### config.mk
export PLATFORM = sky130hd
export DESIGN_NAME = recip_scheduler
export DESIGN_NICKNAME = d
export VERILOG_FILES = /design/src/rtl/recip_pkg.sv /design/src/rtl/recip_scheduler_rr_arbiter.sv /design/src/rtl/recip_scheduler.sv
export SDC_FILE = /design/constraint.sdc
export NUM_CORES = 1
export LEC_CHECK = 0
export ABC_AREA = 1
export CAP_MARGIN = 25
export CORE_MARGIN = 4
export CORE_UTILIZATION = 45
export CTS_CLUSTER_DIAMETER = 60
export CTS_CLUSTER_SIZE = 10
export DETAILED_ROUTE_END_ITERATION = 8
export GPL_ROUTABILITY_DRIVEN = 1
export GPL_TIMING_DRIVEN = 0
export HOLD_SLACK_MARGIN = 0.15
export PLACE_DENSITY_LB_ADDON = 0.05
export SYNTH_ARGS = -nofsm -noshare
export SYNTH_HDL_FRONTEND = slang
export SYNTH_SLANG_ARGS = --single-unit
export TNS_END_PERCENT = 5
### constraint.sdc
create_clock -name clk -period 5.4 [get_ports clk]
set_clock_uncertainty 0.1 [all_clocks]
set_input_delay 0.54 -clock clk [delete_from_list [all_inputs] [get_ports clk]]
set_output_delay 0.54 -clock clk [all_outputs]
set_load 0.1 [all_outputs]
### src/rtl/recip_pkg.sv
// Shared defaults and FSM encoding for the reciprocal-engine scheduler.
package recip_pkg;

   localparam int ARG_BIT_WIDTH = 32;
   localparam int PRECISION     = 64;

   typedef enum logic [1:0] {
      ST_IDLE,
      ST_LAUNCH,
      ST_WAIT,
      ST_RESP
   } state_t;

endpackage

### src/rtl/recip_scheduler_rr_arbiter.sv
// Round-robin arbiter: one-hot grant starting after the last accepted index.
module rr_arbiter #(
   parameter int N  = 4,
   parameter int IW = 2
) (
   input  logic          clk,
   input  logic          rst_n,
   input  logic [N-1:0]  req,
   input  logic          accept,
   output logic [N-1:0]  grant,
   output logic [IW-1:0] grant_idx
);

   logic [IW-1:0] ptr;
   logic [IW:0]   sum;

   // Scan from the farthest offset down so the closest requester to ptr wins.
   always_comb begin
      grant     = '0;
      grant_idx = '0;
      sum       = '0;
      for (int k = N - 1; k >= 0; k--) begin
         sum = {1'b0, ptr} + (IW + 1)'(k);
         if (sum >= (IW + 1)'(N)) sum = sum - (IW + 1)'(N);
         if (req[sum[IW-1:0]]) begin
            grant              = '0;
            grant[sum[IW-1:0]] = 1'b1;
            grant_idx          = sum[IW-1:0];
         end
      end
   end

   // Pointer only moves on a completed transfer, so a withdrawn request costs nothing.
   always_ff @(posedge clk or negedge rst_n) begin
      if (!rst_n)      ptr <= '0;
      else if (accept) ptr <= (grant_idx == IW'(N - 1)) ? '0 : grant_idx + 1'b1;
   end

endmodule

### src/rtl/recip_scheduler.sv
// Shares one multi-cycle reciprocal engine among NUM_REQ requesters, one op at a time,
// with divide-by-zero bypass, stale-done masking and a WAIT watchdog.
module recip_scheduler #(
   parameter int NUM_REQ       = 4,
   parameter int ARG_BIT_WIDTH = recip_pkg::ARG_BIT_WIDTH,
   parameter int PRECISION     = recip_pkg::PRECISION,
   parameter int TIMEOUT       = 2 * PRECISION + 8
) (
   input  logic                             clk,
   input  logic                             rst_n,
   input  logic [NUM_REQ-1:0]               req_valid,
   input  logic [NUM_REQ*ARG_BIT_WIDTH-1:0] req_arg,
   output logic [NUM_REQ-1:0]               req_ready,
   output logic                             rsp_valid,
   input  logic                             rsp_ready,
   output logic [$clog2(NUM_REQ)-1:0]       rsp_id,
   output logic [PRECISION-1:0]             rsp_result,
   output logic                             rsp_dvz,
   output logic                             rsp_timeout,
   output logic                             eng_start,
   output logic [ARG_BIT_WIDTH-1:0]         eng_arg,
   input  logic                             eng_done,
   input  logic [PRECISION-1:0]             eng_result
);

   import recip_pkg::*;

   localparam int ID_W = $clog2(NUM_REQ);
   localparam int CW   = $clog2(TIMEOUT + 1);

   state_t                                  state, state_nxt;
   logic                                    run;
   logic [NUM_REQ-1:0][ARG_BIT_WIDTH-1:0]   args;
   logic [NUM_REQ-1:0]                      grant;
   logic [ID_W-1:0]                         grant_idx;
   logic [ARG_BIT_WIDTH-1:0]                sel_arg;
   logic                                    accept;
   logic                                    seen_low;
   logic                                    done_ok;
   logic [CW-1:0]                           wdog;
   logic                                    wdog_hit;

   assign args     = req_arg;
   assign sel_arg  = args[grant_idx];
   // run keeps req_ready low while rst_n is asserted even if requesters are valid.
   assign req_ready = (run && state == ST_IDLE) ? grant : '0;
   assign accept    = |(req_valid & req_ready);
   assign done_ok   = seen_low & eng_done;
   assign wdog_hit  = (wdog == CW'(TIMEOUT - 1));
   assign eng_start = (state == ST_LAUNCH);
   assign rsp_valid = (state == ST_RESP);

   rr_arbiter #(
      .N  (NUM_REQ),
      .IW (ID_W)
   ) u_arb (
      .clk       (clk),
      .rst_n     (rst_n),
      .req       (req_valid),
      .accept    (accept),
      .grant     (grant),
      .grant_idx (grant_idx)
   );

   always_ff @(posedge clk or negedge rst_n) begin
      if (!rst_n) begin
         state <= ST_IDLE;
         run   <= 1'b0;
      end else begin
         state <= state_nxt;
         run   <= 1'b1;
      end
   end

   always_comb begin
      state_nxt = state;
      unique case (state)
         ST_IDLE:   if (accept) state_nxt = (sel_arg == '0) ? ST_RESP : ST_LAUNCH;
         ST_LAUNCH: state_nxt = ST_WAIT;
         ST_WAIT:   if (done_ok || wdog_hit) state_nxt = ST_RESP;
         ST_RESP:   if (rsp_ready) state_nxt = ST_IDLE;
         default:   state_nxt = ST_IDLE;
      endcase
   end

   // A done level left over from the previous op only counts after it has been seen low.
   always_ff @(posedge clk or negedge rst_n) begin
      if (!rst_n) begin
         eng_arg     <= '0;
         rsp_id      <= '0;
         rsp_result  <= '0;
         rsp_dvz     <= 1'b0;
         rsp_timeout <= 1'b0;
         seen_low    <= 1'b0;
         wdog        <= '0;
      end else begin
         if (accept) begin
            eng_arg     <= sel_arg;
            rsp_id      <= grant_idx;
            rsp_dvz     <= (sel_arg == '0);
            rsp_timeout <= 1'b0;
            rsp_result  <= '0;
         end
         if (state == ST_LAUNCH) begin
            seen_low <= 1'b0;
            wdog     <= '0;
         end
         if (state == ST_WAIT) begin
            if (!eng_done) seen_low <= 1'b1;
            wdog <= wdog + CW'(1);
            if (done_ok)       rsp_result  <= eng_result;
            else if (wdog_hit) rsp_timeout <= 1'b1;
         end
      end
   end

endmodule

# Yosys cells after proc, flatten, opt, wreduce, memory -nomap -nowiden
# Index checks and enable logic that the tools add are counted.
[word_totals]
ff_bits = 114
output_inout_bits = 106
[classes]
n_addsub = 9
n_lt_le_gt_ge = 13
n_eq_ne = 8
n_mux = 49
bitwise_logic = 2
n_reduce_logical = 11
[ops]
columns = ["operator", "count"]
rows = [
  ["$mux W64", 3],
  ["$bmux W32 S2", 1],
  ["$logic_not A32 Y1", 1],
  ["$mux W32", 1],
  ["$mux W2", 13],
  ["$mux W4", 5],
  ["$mux W8", 2],
  ["$lt A2 B3 Y1 const B", 5],
  ["$mux W1", 15],
  ["$ge A3 B3 Y1 const B", 3],
  ["$add A8 B1 Y8 const B", 1],
  ["$bmux W1 S2", 4],
  ["$demux W1 S2", 4],
  ["$eq A8 B8 Y1 const B", 1],
  ["$ge A2 B1 Y1 const B", 4],
  ["$pmux W2 S4", 1],
  ["$sub A2 B1 Y2 const B", 4],
  ["$add A2 B2 Y3 const B", 2],
  ["$eq A2 B2 Y1 const B", 3],
  ["$logic_and A1 B1 Y1", 5],
  ["$and A4 B4 Y4", 1],
  ["$ne A2 B2 Y1 const B", 2],
  ["$reduce_or A4 Y1", 1],
  ["$add A2 B1 Y3 const B", 1],
  ["other kinds (9)", 9],
]

# Logic depth before layout (Yosys ltp)
# Gate-level depths: netlist of the first run.
[depth]
word_depth = 18
mapped_depth = 23
depth_no_buf = 21

# By module
# Synthesis of the first run repeated with hierarchy kept, for this count alone.
[unflattened]
cells_unflattened = 854
hier_area_um2 = 6306.0
[modules_own_cells]
columns = ["module", "instances", "cells_each", "area_per_inst_um2", "seq_area_each_um2"]
rows = [
  ["recip_scheduler", 1, 765, 5750.5, 2802.7],
  ["rr_arbiter", 1, 89, 555.5, 50.0],
]

# Worst setup path before layout of the first run
# OpenSTA, ideal clock, no wires.
[synth_timing]
path_type = "reg-to-reg"
startpoint = "register u_arb.ptr[0]"
endpoint = "register rsp_result[10]"
setup_ns = 0.123
t_arrival_ns = 3.563
t_required_ns = 5.177
slack_ns = 1.614
stages_incl_launch_ff = 19
period_less_slack_ns = 3.786
cell_sequence = "dfrtp_1 > buf_4 > inv_6 > ha_1 > nand3b_1 > nand2_2 > a21oi_1 > nand2_1 > o21ai_0 > nand2_1 > nand2_1 > nor2_1 > nand2_1 > nand2_1 > nor2_2 > buf_4 > buf_2 > nand3_1 > nand2_1"
[synth_between]
elab_chain_cells = 17
word_cells_on_any_way = 53
cone_classes = "7 x add/sub; 12 x order compare; 28 x mux; 1 x bitwise; 5 x reduce/logical"
[synth_lines]
columns = ["element", "line_no", "text"]
rows = [
  ["from (decl)", "recip_scheduler_rr_arbiter.sv:14", "logic [IW-1:0] ptr;"],
  ["from (signal assigned)", "recip_scheduler_rr_arbiter.sv:36", "else if (accept) ptr <= (grant_idx == IW'(N - 1)) ? '0 : grant_idx + 1'b1;"],
  ["$add A2 B2 Y3", "recip_scheduler_rr_arbiter.sv:23", "sum = {1'b0, ptr} + (IW + 1)'(k);"],
  ["$ge A3 B3 Y1 / $sub A2 B1 Y2 (equally long branches)", "recip_scheduler_rr_arbiter.sv:24", "if (sum >= (IW + 1)'(N)) sum = sum - (IW + 1)'(N);"],
  ["$mux W2", "recip_scheduler_rr_arbiter.sv:24", ""],
  ["$lt A2 B3 Y1 (implied by the code) / $ge A2 B1 Y1 (equally long branches)", "recip_scheduler_rr_arbiter.sv:27", "grant[sum[IW-1:0]] = 1'b1;"],
  ["$logic_and A1 B1 Y1 (implied by the code)", "recip_scheduler_rr_arbiter.sv:27", ""],
  ["$mux W1 (implied by the code)", "recip_scheduler_rr_arbiter.sv:27", ""],
  ["$demux W1 S2", "--", ""],
  ["$mux W4 (3 in series)", "recip_scheduler_rr_arbiter.sv:25", "if (req[sum[IW-1:0]]) begin"],
  ["$mux W4 *", "recip_scheduler_rr_arbiter.sv:25", ""],
  ["$mux W4 *", "recip_scheduler.sv:46", "assign req_ready = (run && state == ST_IDLE) ? grant : '0;"],
  ["via req_ready[1]", "recip_scheduler.sv:13", "output logic [NUM_REQ-1:0] req_ready,"],
  ["$and A4 B4 Y4 *", "recip_scheduler.sv:47", "assign accept = |(req_valid & req_ready);"],
  ["$reduce_or A4 Y1 *", "recip_scheduler.sv:47", ""],
  ["$mux W64 *", "recip_scheduler.sv:97", "if (accept) begin"],
  ["$mux W64", "recip_scheduler.sv:111", "if (done_ok) rsp_result <= eng_result;"],
  ["$mux W64 *", "recip_scheduler.sv:108", "if (state == ST_WAIT) begin"],
  ["to (signal assigned)", "recip_scheduler.sv:111", ""],
  ["to (decl)", "recip_scheduler.sv:17", "output logic [PRECISION-1:0] rsp_result,"],
]
# Mark *: on every way through the listed nets, which the timed path passes. The rest lies on a longest branch. The select of a mux whose other input is x is not followed.
# A chain may end at the register's enable or synchronous reset.

# Worst setup path after layout of the first run
[layout_timing]
startpoint = "register u_arb.ptr[0]"
endpoint = "output req_ready[3]"
[layout_between]
elab_chain_cells = 12
word_cells_on_any_way = 48
cone_classes = "7 x add/sub; 12 x order compare; 25 x mux; 4 x reduce/logical"
[layout_lines]
columns = ["element", "line_no"]
rows = [
  ["$add A2 B2 Y3", "recip_scheduler_rr_arbiter.sv:23"],
  ["$ge A3 B3 Y1 / $sub A2 B1 Y2 (equally long branches)", "recip_scheduler_rr_arbiter.sv:24"],
  ["$mux W2", "recip_scheduler_rr_arbiter.sv:24"],
  ["$lt A2 B3 Y1 (implied by the code) / $ge A2 B1 Y1 (equally long branches)", "recip_scheduler_rr_arbiter.sv:27"],
  ["$logic_and A1 B1 Y1 (implied by the code)", "recip_scheduler_rr_arbiter.sv:27"],
  ["$mux W1 (implied by the code)", "recip_scheduler_rr_arbiter.sv:27"],
  ["$demux W1 S2", "--"],
  ["$mux W4 (3 in series)", "recip_scheduler_rr_arbiter.sv:25"],
  ["$mux W4 *", "recip_scheduler_rr_arbiter.sv:25"],
  ["$mux W4 *", "recip_scheduler.sv:46"],
  ["to (decl)", "recip_scheduler.sv:13"],
]
# Mark *: on every way between the ends. The rest lies on a longest branch, timed or not. The select of a mux whose other input is x is not followed.

==> results of run 1 <==
==> stage by stage <==
stage	utilization [%]	hold WS, ns
2_1_floorplan	-	0.144
3_3_place_gp	69.6	0.365
3_5_place_dp	69.8	0.345
4_1_cts	73.8	0.386
5_1_grt	73.8	0.400
6_report	73.8	0.383
==> cells in the mapped netlist (2+ instances only) <==
cell / n
o22ai_1: 2
nand2_1: 262
nor2_1: 25
buf_2: 5
nand2_2: 6
nand3_1: 265
nor3b_1: 2
nand2_4: 2
inv_1: 17
buf_4: 7
o21ai_0: 38
nor3_1: 5
o21a_1: 2
ha_1: 15
buf_6: 5
clkbuf_1: 43
dfrtp_1: 114
nor4_1: 2
inv_2: 6
a21oi_1: 13
==> per-layer routing <==
layer / vias up / GRT usage (%) / routed length, um
met4: 0 / 9.59 / 607
met3: 45 / 8.80 / 1990
li1: 3512 / - / -
met1: 3461 / 35.5 / 9500
met5: - / 0 / 0
met2: 315 / 45.4 / 11000
==> worst max-delay path, stage by stage (launching register included) <==
cell and delay [ns]:
dfrtp_1 0.44, buf_4 0.21, inv_6 0.07, ha_1 0.34, nand3b_1 0.18, nand2_2 0.10, inv_2 0.12, nor2_1 0.06
nor2_1 0.11, a22oi_1 0.09, nor2_1 0.18, clkdlybuf4s50_1 1.19
==> cells by family after synthesis <==
logic type | after synthesis | share of synthesized area, %
compound gates | 62 | 5.43
simple gates | 575 | 40.4
fa+ha+maj | 15 | 2.96
flops | 114 | 45.0
buf+inv | 85 | 6.22
other cells | 1 | 0.0591
==> layout by cell type (no fill, tap or decap), types with 2 or more instances in the layout <==
cell type        count
nor3_1               5
ha_1                15
clkbuf_1            47
nor4_1               2
nand2_1            262
clkbuf_8             4
nand3_1            265
o22ai_1              2
clkinv_2             3
nor2_1              25
a21oi_1             13
inv_1               17
inv_2                6
dfrtp_1            114
nor3b_1              2
clkbuf_16           17
buf_6                6
o21ai_0             38
nand2_2              6
nand2_4              2
clkdlybuf4s50_1    304
buf_4                7
buf_2                5
o21a_1               2
==> worst min path at each step <==
stage                                  startpoint                       end  cells past startpoint
final                      eng_arg[5]$_DFFE_PN0P_    eng_arg[5]$_DFFE_PN0P_                      2
after global routing       eng_arg[4]$_DFFE_PN0P_    eng_arg[4]$_DFFE_PN0P_                      2
after CTS                  eng_arg[5]$_DFFE_PN0P_    eng_arg[5]$_DFFE_PN0P_                      2
after detailed placement                    rst_n  rsp_result[40]$_DFF_PN0_                      1
after global placement    eng_arg[12]$_DFFE_PN0P_   eng_arg[12]$_DFFE_PN0P_                      2
after floorplan                             rst_n    eng_arg[0]$_DFFE_PN0P_                      0
==> final cells by class <==
type	count	area (um^2)
fillers	1110	3620
flip-flops and latches	114	2850
inverters	24	95.1
repair buffers	307	3090
well taps	180	225
plain buffers	61	299
clock inverters	5	52.6
clock buffers	25	495
multi-input cells	653	3090
==> flip-flops by register name (all words and copies together) (netlist names) <==
register,count
eng_arg,32
wdog,8
u_arb.ptr,2
seen_low,1
rsp_dvz,1
run,1
rsp_id,2
rsp_timeout,1
rsp_result,64
state,2
==> what timing repair did <==
item	in CTS	in global routing
endpoints found under the hold margin	33	0
resized for setup	0	0
hold buffers	1	0
==> run_results.csv, run 1 <==
group,metric,value,unit
floorplan,ios,306,
status,status,"complete, no violations",
final_layout,layout-drive-gt1-share,5.38,%
cts,cts_buffers,17,
sta,fin_crit_sh,76.8,%
global_route,grt_pass1_vias,6891,
detailed_routing,routed_wl,23100,um
sta,maxSlewViolCount,0,
critical_path,crit_end,"req_ready[3]",
floorplan,fp.dieArea,0.0161,mm^2
global_route,gr-total-overflow,0,
final_layout,finalNonFillerCells,1369,
logic_synthesis,netlist_area,0.00634,mm^2
hold_path,hp-class,"flip-flop to flip-flop",
critical_path,rr_startpoint,"u_arb.ptr[0]$_DFFE_PN0P_",
cts,clock-sinks,114,
logic_synthesis,synthFlopType,"dfrtp_1",
floorplan,initial_utilization,45.9,%
detailed_routing,num_vias,7333,
critical_path,r2r_slack,1.92,ns
critical_path,crit_type,"flip-flop to output pin",
detailed_routing,route.detailed.drc,0,
logic_synthesis,synth_area_leaders,"dfrtp_1 (45%), nand3_1 (21%), nand2_1 (16%), o21ai_0 (3.0%), ha_1 (3.0%)",
placed_design,place_ws,1.55,ns
logic_synthesis,syn_inst,852,
cts,clkLatencyLatePin,0.41,ns
critical_path,reg2reg_depth,20,
logic_synthesis,ys_warn_count,0,
critical_path,start_kind,"flip-flop",
logic_synthesis,yosysTopAreaCell,"dfrtp_1",
global_route,grt_max_degree,82,
critical_path,reg2reg_to,"state[1]$_DFFE_PN0P_",
critical_path,startpoint,"u_arb.ptr[0]$_DFFE_PN0P_",
logic_synthesis,synth-edff-count,0,
logic_synthesis,syn-num-nets,1067,
logic_synthesis,ys_seq_area_share,45.0,%
logic_synthesis,syn_area_per_cell,7.44,um^2
cts,cts_tree,"done",
logic_synthesis,ys_async_sr_fraction,100,%
placed_design,numPortBuffers,305,
logic_synthesis,ys_seq_elements,114,
sta,relSlewSlack,28.6,%
run,maxCapViolations,0,
critical_path,worst_ep_required_time,4.76,ns
final_layout,nets,1393,
sta,fin_ws,1.26,ns
sta,tns,0,ns
placed_design,gp_congestion,0.920,
cts,root_buffer,"clkbuf_16",
sta,rsz0062_at_grt,"no",
sta,hold_viol,0,
floorplan,die_w,127,um
logic_synthesis,synthDistinctLibCells,36,
placed_design,dpl.hpwl,17600,um
floorplan,chipHeight,127,um
sta,fin_crit,4.14,ns
final_layout,area_delta_synth_final,61.0,%
detailed_routing,avgRoutedWirePerCell,16.9,um
sta,setup_viol,0,
floorplan,core,0.0138,mm^2
detailed_routing,postRouteAntennaNets,0,
critical_path,crit_fanout,9,
critical_path,crit_path_end_kind,"output pin",
global_route,antenna_found_initial,0,
final_layout,design_area,0.0102,mm^2
cts,clk_pin_slew,0.05,ns
cts,htree_levels,4,
global_route,grt_usage,28.0,%
global_route,grt_pass1_wl,35500,um
detailed_routing,route.detailed.vias_per_inst,5.36,
cts,ctsLongestPathBuffers,2,
sta,worst_slew_pin_slew,1.07,ns
final_layout,antenna_cells,0,
cts,post-cts-setup-buffers,0,
detailed_routing,first_pass_iters,5,
critical_path,crit_arrival,3.50,ns
placed_design,placed_cell_area,0.00965,mm^2
sta,fmax,241,MHz
detailed_routing,first_iter_violations,489,
placed_design,placed_cells,1338,
logic_synthesis,synth_top_cell_area_share,45.0,%
floorplan,rows,43,
Power of run 1 is not shown: default switching activity piles up to over one toggle a cycle in this logic, so the estimate is an artifact.
==> run 2, diff against run 1 <==
--- a/config.mk
+++ b/config.mk
@@ -8,7 +8,7 @@
 export ABC_AREA = 1
 export CAP_MARGIN = 25
 export CORE_MARGIN = 4
-export CORE_UTILIZATION = 45
+export CORE_UTILIZATION = 41
 export CTS_CLUSTER_DIAMETER = 60
 export CTS_CLUSTER_SIZE = 10
 export DETAILED_ROUTE_END_ITERATION = 8
==> constraint.sdc (replaced) <==
create_clock -name clk -period 4.1 [get_ports clk]
set_clock_uncertainty 0.1 [all_clocks]
set_input_delay 0.41 -clock clk [delete_from_list [all_inputs] [get_ports clk]]
set_output_delay 0.41 -clock clk [all_outputs]
set_load 0.1 [all_outputs]
==> run 2 against run 1 <==
Final cell count grew 0.73%. Final area up 1.1%. Critical path type unchanged. Largest cell class unchanged. Die area is 9.1% higher. Hold slack worse by 0.0036 ns. Critical endpoint is now req_ready[0]. Sequential share of layout area down 0.31 points. First-iteration DRC count decreased by 28%. Via count down 3.8%. Global-route usage fell by 2.3 points. Core utilization down 5.9 points. Highest routed layer unchanged. Non-clock buffer count stayed put. Critical path depth shrank 2.
==> run_results.csv, run 2 (synthesized netlist as in run 1, its figures left out) <==
group,metric,value,unit
status,status,"complete, no violations",
floorplan,rows,45,
floorplan,core,0.0152,mm^2
critical_path,reg2reg_to,"state[1]$_DFFE_PN0P_",
detailed_routing,num_vias,7052,
cts,clkLatencyLatePin,0.40,ns
detailed_routing,avgRoutedWirePerCell,16.4,um
final_layout,largestRegisters,"rsp_result: 64 flops, eng_arg: 32 flops, wdog: 8 flops",
final_layout,ff_latch_area,0.00285,mm^2
final_layout,nFillCells,1323,
cts,cts_tree,"done",
floorplan,die_w,132,um
final_layout,multi_input_area,0.00309,mm^2
sta,relSlewSlack,28.0,%
sta,fin_crit_sh,87.4,%
floorplan,fp.dieArea,0.0175,mm^2
critical_path,crit_arrival,3.07,ns
cts,ctsLongestPathBuffers,2,
critical_path,rr_startpoint,"u_arb.ptr[1]$_DFFE_PN0P_",
sta,hold_viol,0,
sta,fin_crit,3.58,ns
placed_design,dpl.hpwl,17600,um
detailed_routing,first_pass_iters,5,
cts,clock-sinks,114,
sta,setup_viol,0,
critical_path,r2r_slack,0.57,ns
final_layout,mostFrequentLayoutCell,"clkdlybuf4s50_1",
detailed_routing,routed_wl,22600,um
critical_path,crit_fanout,8,
critical_path,crit_type,"flip-flop to output pin",
critical_path,crit_path_end_kind,"output pin",
sta,fmax,279,MHz
final_layout,area_delta_synth_final,62.8,%
hold_path,min_to,"eng_arg[9]$_DFFE_PN0P_",
sta,worst_slew_pin_slew,1.08,ns
final_layout,largest_register,"rsp_result",
hold_path,hold_depth,2,
sta,maxSlewViolCount,0,
global_route,grt_max_degree,72,
placed_design,numPortBuffers,305,
detailed_routing,postRouteAntennaNets,0,
cts,htree_levels,4,
run,maxCapViolations,0,
floorplan,initial_utilization,41.7,%
sta,rsz0062_at_grt,"no",
critical_path,worst_ep_required_time,3.59,ns
global_route,grt_pass1_vias,7180,
detailed_routing,first_iter_violations,352,
detailed_routing,route.detailed.drc,0,
global_route,gr-total-overflow,0,
sta,holdWs,0.380,ns
final_layout,layout-drive-gt1-share,5.71,%
hold_path,min_from,"eng_arg[9]$_DFFE_PN0P_",
critical_path,reg2reg_depth,19,
detailed_routing,route.detailed.vias_per_inst,5.11,
hold_path,hp-class,"flip-flop to flip-flop",
cts,clk_pin_slew,0.05,ns
floorplan,chipHeight,132,um
sta,tns,0,ns
placed_design,gp_congestion,0.907,
final_layout,nets,1393,
final_layout,most-common-layout-cells,"clkdlybuf4s50_1 (300), nand3_1 (265), nand2_1 (262), dfrtp_1 (114), clkbuf_1 (45)",
cts,post-cts-setup-buffers,0,
global_route,antenna_found_initial,0,
global_route,grt_pass1_wl,36300,um
cts,cts_buffers,17,
global_route,grt_usage,25.7,%
floorplan,ios,306,
critical_path,start_kind,"flip-flop",
final_layout,largest_register_ff_count,64,
cts,root_buffer,"clkbuf_16",
final_layout,antenna_cells,0,
run 2: cell types whose count changed in the layout (fill, tap and decap cells not counted):
cell / delta
bufinv_16: +4
clkdlybuf4s50_1: -4
dlymetal6s2s_1: +4
clkbuf_1: -2
clkbuf_8: -2
clkinv_2: +2
run 2: through the flow:
stage	instance area (um^2)	instances	utilization [%]	setup slack, ns
final	10300	1379	67.9	0.518
after global routing	10300	1379	67.9	0.301
after CTS	10300	1379	67.8	0.116
after detailed placement	9660	1346	63.5	0.537
after global placement	9630	1345	63.3	-2.00
after floorplan	6340	852	-	0.314
run 2: critical path, cell delays in order (launching register included):
cell            delay, ns
dfrtp_1              0.50
inv_1                0.22
ha_1                 0.37
nand3b_1             0.22
nand2_2              0.14
a21oi_1              0.05
o2bb2ai_1            0.12
a21oi_1              0.16
and2_1               0.14
dlymetal6s2s_1       0.74
run 2: layout make-up:
| cell class | count | share of cell area [%] |
|---|---|---|
| Timing Repair Buffer | 307 | 30.1 |
| Multi-Input combinational cell | 653 | 30.0 |
| Sequential cell | 114 | 27.6 |
| Clock buffer | 21 | 4.46 |
| Buffer | 61 | 2.90 |
| Tap cell | 188 | 2.28 |
| Clock inverter | 11 | 1.77 |
| Inverter | 24 | 0.921 |
run 2: worst max-delay path by stage:
stage / start / end / slack, ns / cells after the start
after floorplan: u_arb.ptr[0]$_DFFE_PN0P_ / rsp_result[10]$_DFF_PN0_ / 0.31 / 18
after detailed placement: req_valid[2] / req_ready[0] / 0.54 / 10
after CTS: u_arb.ptr[1]$_DFFE_PN0P_ / req_ready[0] / 0.12 / 9
final: u_arb.ptr[1]$_DFFE_PN0P_ / req_ready[0] / 0.52 / 9
after global placement: rst_n / eng_arg[27]$_DFFE_PN0P_ / -2.00 / 1
after global routing: u_arb.ptr[1]$_DFFE_PN0P_ / req_ready[0] / 0.30 / 9
run 2: per-layer routing:
layer | GRT usage, % | vias up | share of wire, %
li1 | - | 3515 | -
met1 | 31.2 | 3259 | 42
met5 | 0 | - | 0
met4 | 9.47 | 0 | 2.4
met3 | 8.13 | 40 | 8.0
met2 | 43.0 | 238 | 48
run 2: timing repair:
item / 4_1_cts / 5_1_grt
resized for setup: 0 / 4
endpoints found under the setup margin: 0 / 4
hold endpoints to repair: 43 / 0
hold buffers: 1 / 0
Power of run 2 is left out for the same reason.
==> run 3, diff against run 2 <==
--- a/config.mk
+++ b/config.mk
@@ -8,7 +8,8 @@
 export ABC_AREA = 1
 export CAP_MARGIN = 25
 export CORE_MARGIN = 4
-export CORE_UTILIZATION = 41
+export CORE_UTILIZATION = 42
+export CTS_BUF_LIST = sky130_fd_sc_hd__clkbuf_4 sky130_fd_sc_hd__clkbuf_8
 export CTS_CLUSTER_DIAMETER = 60
 export CTS_CLUSTER_SIZE = 10
 export DETAILED_ROUTE_END_ITERATION = 8
==> run 3 against run 2 <==
Non-clock buffer count unchanged. Final area fell by 2.1%. Core utilization grew 1.1 points. Clock-buffer cell count grew 1. Critical path depth increased by 1. Critical path type unchanged. Critical endpoint unchanged. Highest routed layer unchanged.
==> run_results.csv, run 3 (synthesized netlist as in run 1, its figures left out) <==
group,metric,value,unit
status,status,"complete, no violations",
detailed_routing,first_iter_violations,546,
placed_design,numPortBuffers,305,
critical_path,crit_arrival,3.16,ns
run,maxCapViolations,0,
detailed_routing,route.detailed.drc,0,
critical_path,crit_path_end_kind,"output pin",
global_route,grt_use_met1,34.4,%
critical_path,slowest_delay,0.75,ns
final_layout,antenna_cells,0,
floorplan,core,0.0146,mm^2
hold_path,hp-class,"input port to asynchronous set/reset pin",
placed_design,dpl.hpwl,17400,um
placed_design,gp_congestion,0.925,
critical_path,crit_slowest_cell,"dlymetal6s2s_1",
cts,clk_pin_slew,0.07,ns
sta,hold_viol,0,
global_route,grt_max_degree,83,
global_route,gr-total-overflow,0,
cts,clkLatencyLatePin,0.43,ns
detailed_routing,postRouteAntennaNets,0,
sta,maxSlewViolCount,0,
global_route,met3_usage,8.98,%
floorplan,die_w,131,um
final_layout,finalNonFillerCells,1375,
critical_path,worst_ep_required_time,3.59,ns
global_route,grt_pass1_vias,6732,
detailed_routing,route.detailed.vias_per_inst,5.21,
critical_path,start_kind,"flip-flop",
critical_path,crit_fanout,9,
placed_design,placed_cells,1342,
global_route,antenna_found_initial,0,
sta,fin_crit_sh,89.6,%
critical_path,critPathBufInv,3,
final_layout,largestRegisters,"rsp_result: 64 flops, eng_arg: 32 flops, wdog: 8 flops",
detailed_routing,avgRoutedWirePerCell,16.5,um
detailed_routing,num_vias,7164,
cts,root_buffer,"clkbuf_8",
floorplan,initial_utilization,43.3,%
detailed_routing,first_pass_iters,5,
cts,cts_buffers,17,
final_layout,area_delta_synth_final,59.3,%
floorplan,ios,306,
sta,relSlewSlack,27.2,%
global_route,grtUsageMet2,39.5,%
detailed_routing,routed_wl,22600,um
critical_path,crit_type,"flip-flop to output pin",
cts,htree_levels,4,
critical_path,crit_path_frequent_cell,"a21oi_1",
critical_path,r2r_slack,0.65,ns
global_route,grt_usage,26.1,%
cts,clock-sinks,114,
sta,worst_slew_pin_slew,1.09,ns
final_layout,nets,1393,
floorplan,fp.dieArea,0.0171,mm^2
global_route,grt_pass1_wl,34700,um
cts,ctsLongestPathBuffers,2,
final_layout,largest_register_ff_count,64,
final_layout,mostFrequentLayoutCell,"clkdlybuf4s50_1",
floorplan,chipHeight,131,um
final_layout,most-common-layout-cells,"clkdlybuf4s50_1 (300), nand3_1 (265), nand2_1 (262), dfrtp_1 (114), clkbuf_1 (43)",
sta,rsz0062_at_grt,"no",
final_layout,layout-drive-gt1-share,5.88,%
sta,fin_crit,3.67,ns
final_layout,largest_register,"rsp_result",
cts,cts_tree,"done",
sta,fmax,272,MHz
floorplan,rows,44,
critical_path,cpLargestDelayFamily,"buffers and inverters",
global_route,grt_busiest_layer,"met2",
critical_path,path_cells,"buf_4 > inv_6 > ha_1 > nand3b_1 > nand2_2 > a21oi_1 > o2bb2ai_1 > a21oi_1 > and2_1 > dlymetal6s2s_1",
final_layout,nFillCells,1263,
sta,holdWs,0.329,ns
sta,setup_viol,0,
==> run 3: changes by cell type in the layout (fill, tap and decap cells not counted), sizes merged <==
cell,change
bufinv,-2
clkinvlp,+1
clkbuf,+1
==> run 3: what timing repair did <==
item,in CTS,in global routing
buffers inserted,0,0
endpoints found under the setup margin,0,4
resized for setup,0,4
hold endpoints to repair,37,0
hold buffers,1,0
==> run 3: stage by stage <==
| stage | cell area, um^2 | TNS (ns) | worst slack [ns] | util (%) |
|---|---|---|---|---|
| 6_report | 10100 | 0 | 0.427 | 69.0 |
| 2_1_floorplan | 6340 | 0 | 0.314 | - |
| 3_3_place_gp | 9620 | -224.30 | -1.98 | 65.7 |
| 4_1_cts | 10100 | 0 | 0.0178 | 68.9 |
| 3_5_place_dp | 9650 | 0 | 0.528 | 65.9 |
| 5_1_grt | 10100 | 0 | 0.277 | 69.0 |
==> run 3: layout make-up <==
| type | count | area, um^2 | share of cell area (%) |
|---|---|---|---|
| clock buffer | 22 | 297 | 2.94 |
| timing repair buffer | 307 | 3100 | 30.7 |
| buffer | 61 | 299 | 2.96 |
| inverter | 24 | 95.1 | 0.942 |
| tap | 184 | 230 | 2.28 |
| sequential | 114 | 2850 | 28.2 |
| multi-input combinational | 653 | 3090 | 30.6 |
| clock inverter | 10 | 130 | 1.29 |
==> run 3: metal layers <==
metal | vias to the layer above | part of all wire, %
met3 | 46 | 9.3
met2 | 304 | 45
met5 | - | 0
met4 | 0 | 2.9
met1 | 3311 | 43
li1 | 3503 | -
==> run 3: final timing paths <==
check / start / endpoint / depth (start not counted)
max reg2reg: u_arb.ptr[0]$_DFFE_PN0P_ / state[1]$_DFFE_PN0P_ / 20
max in group asynchronous: rst_n / rsp_result[49]$_DFF_PN0_ / 3
min: rst_n / rsp_result[13]$_DFF_PN0_ / 2
min in group clk: eng_arg[20]$_DFFE_PN0P_ / eng_arg[20]$_DFFE_PN0P_ / 2
min reg2reg: eng_arg[20]$_DFFE_PN0P_ / eng_arg[20]$_DFFE_PN0P_ / 2
max: u_arb.ptr[0]$_DFFE_PN0P_ / req_ready[0] / 10
Power of run 3 is left out for the same reason.
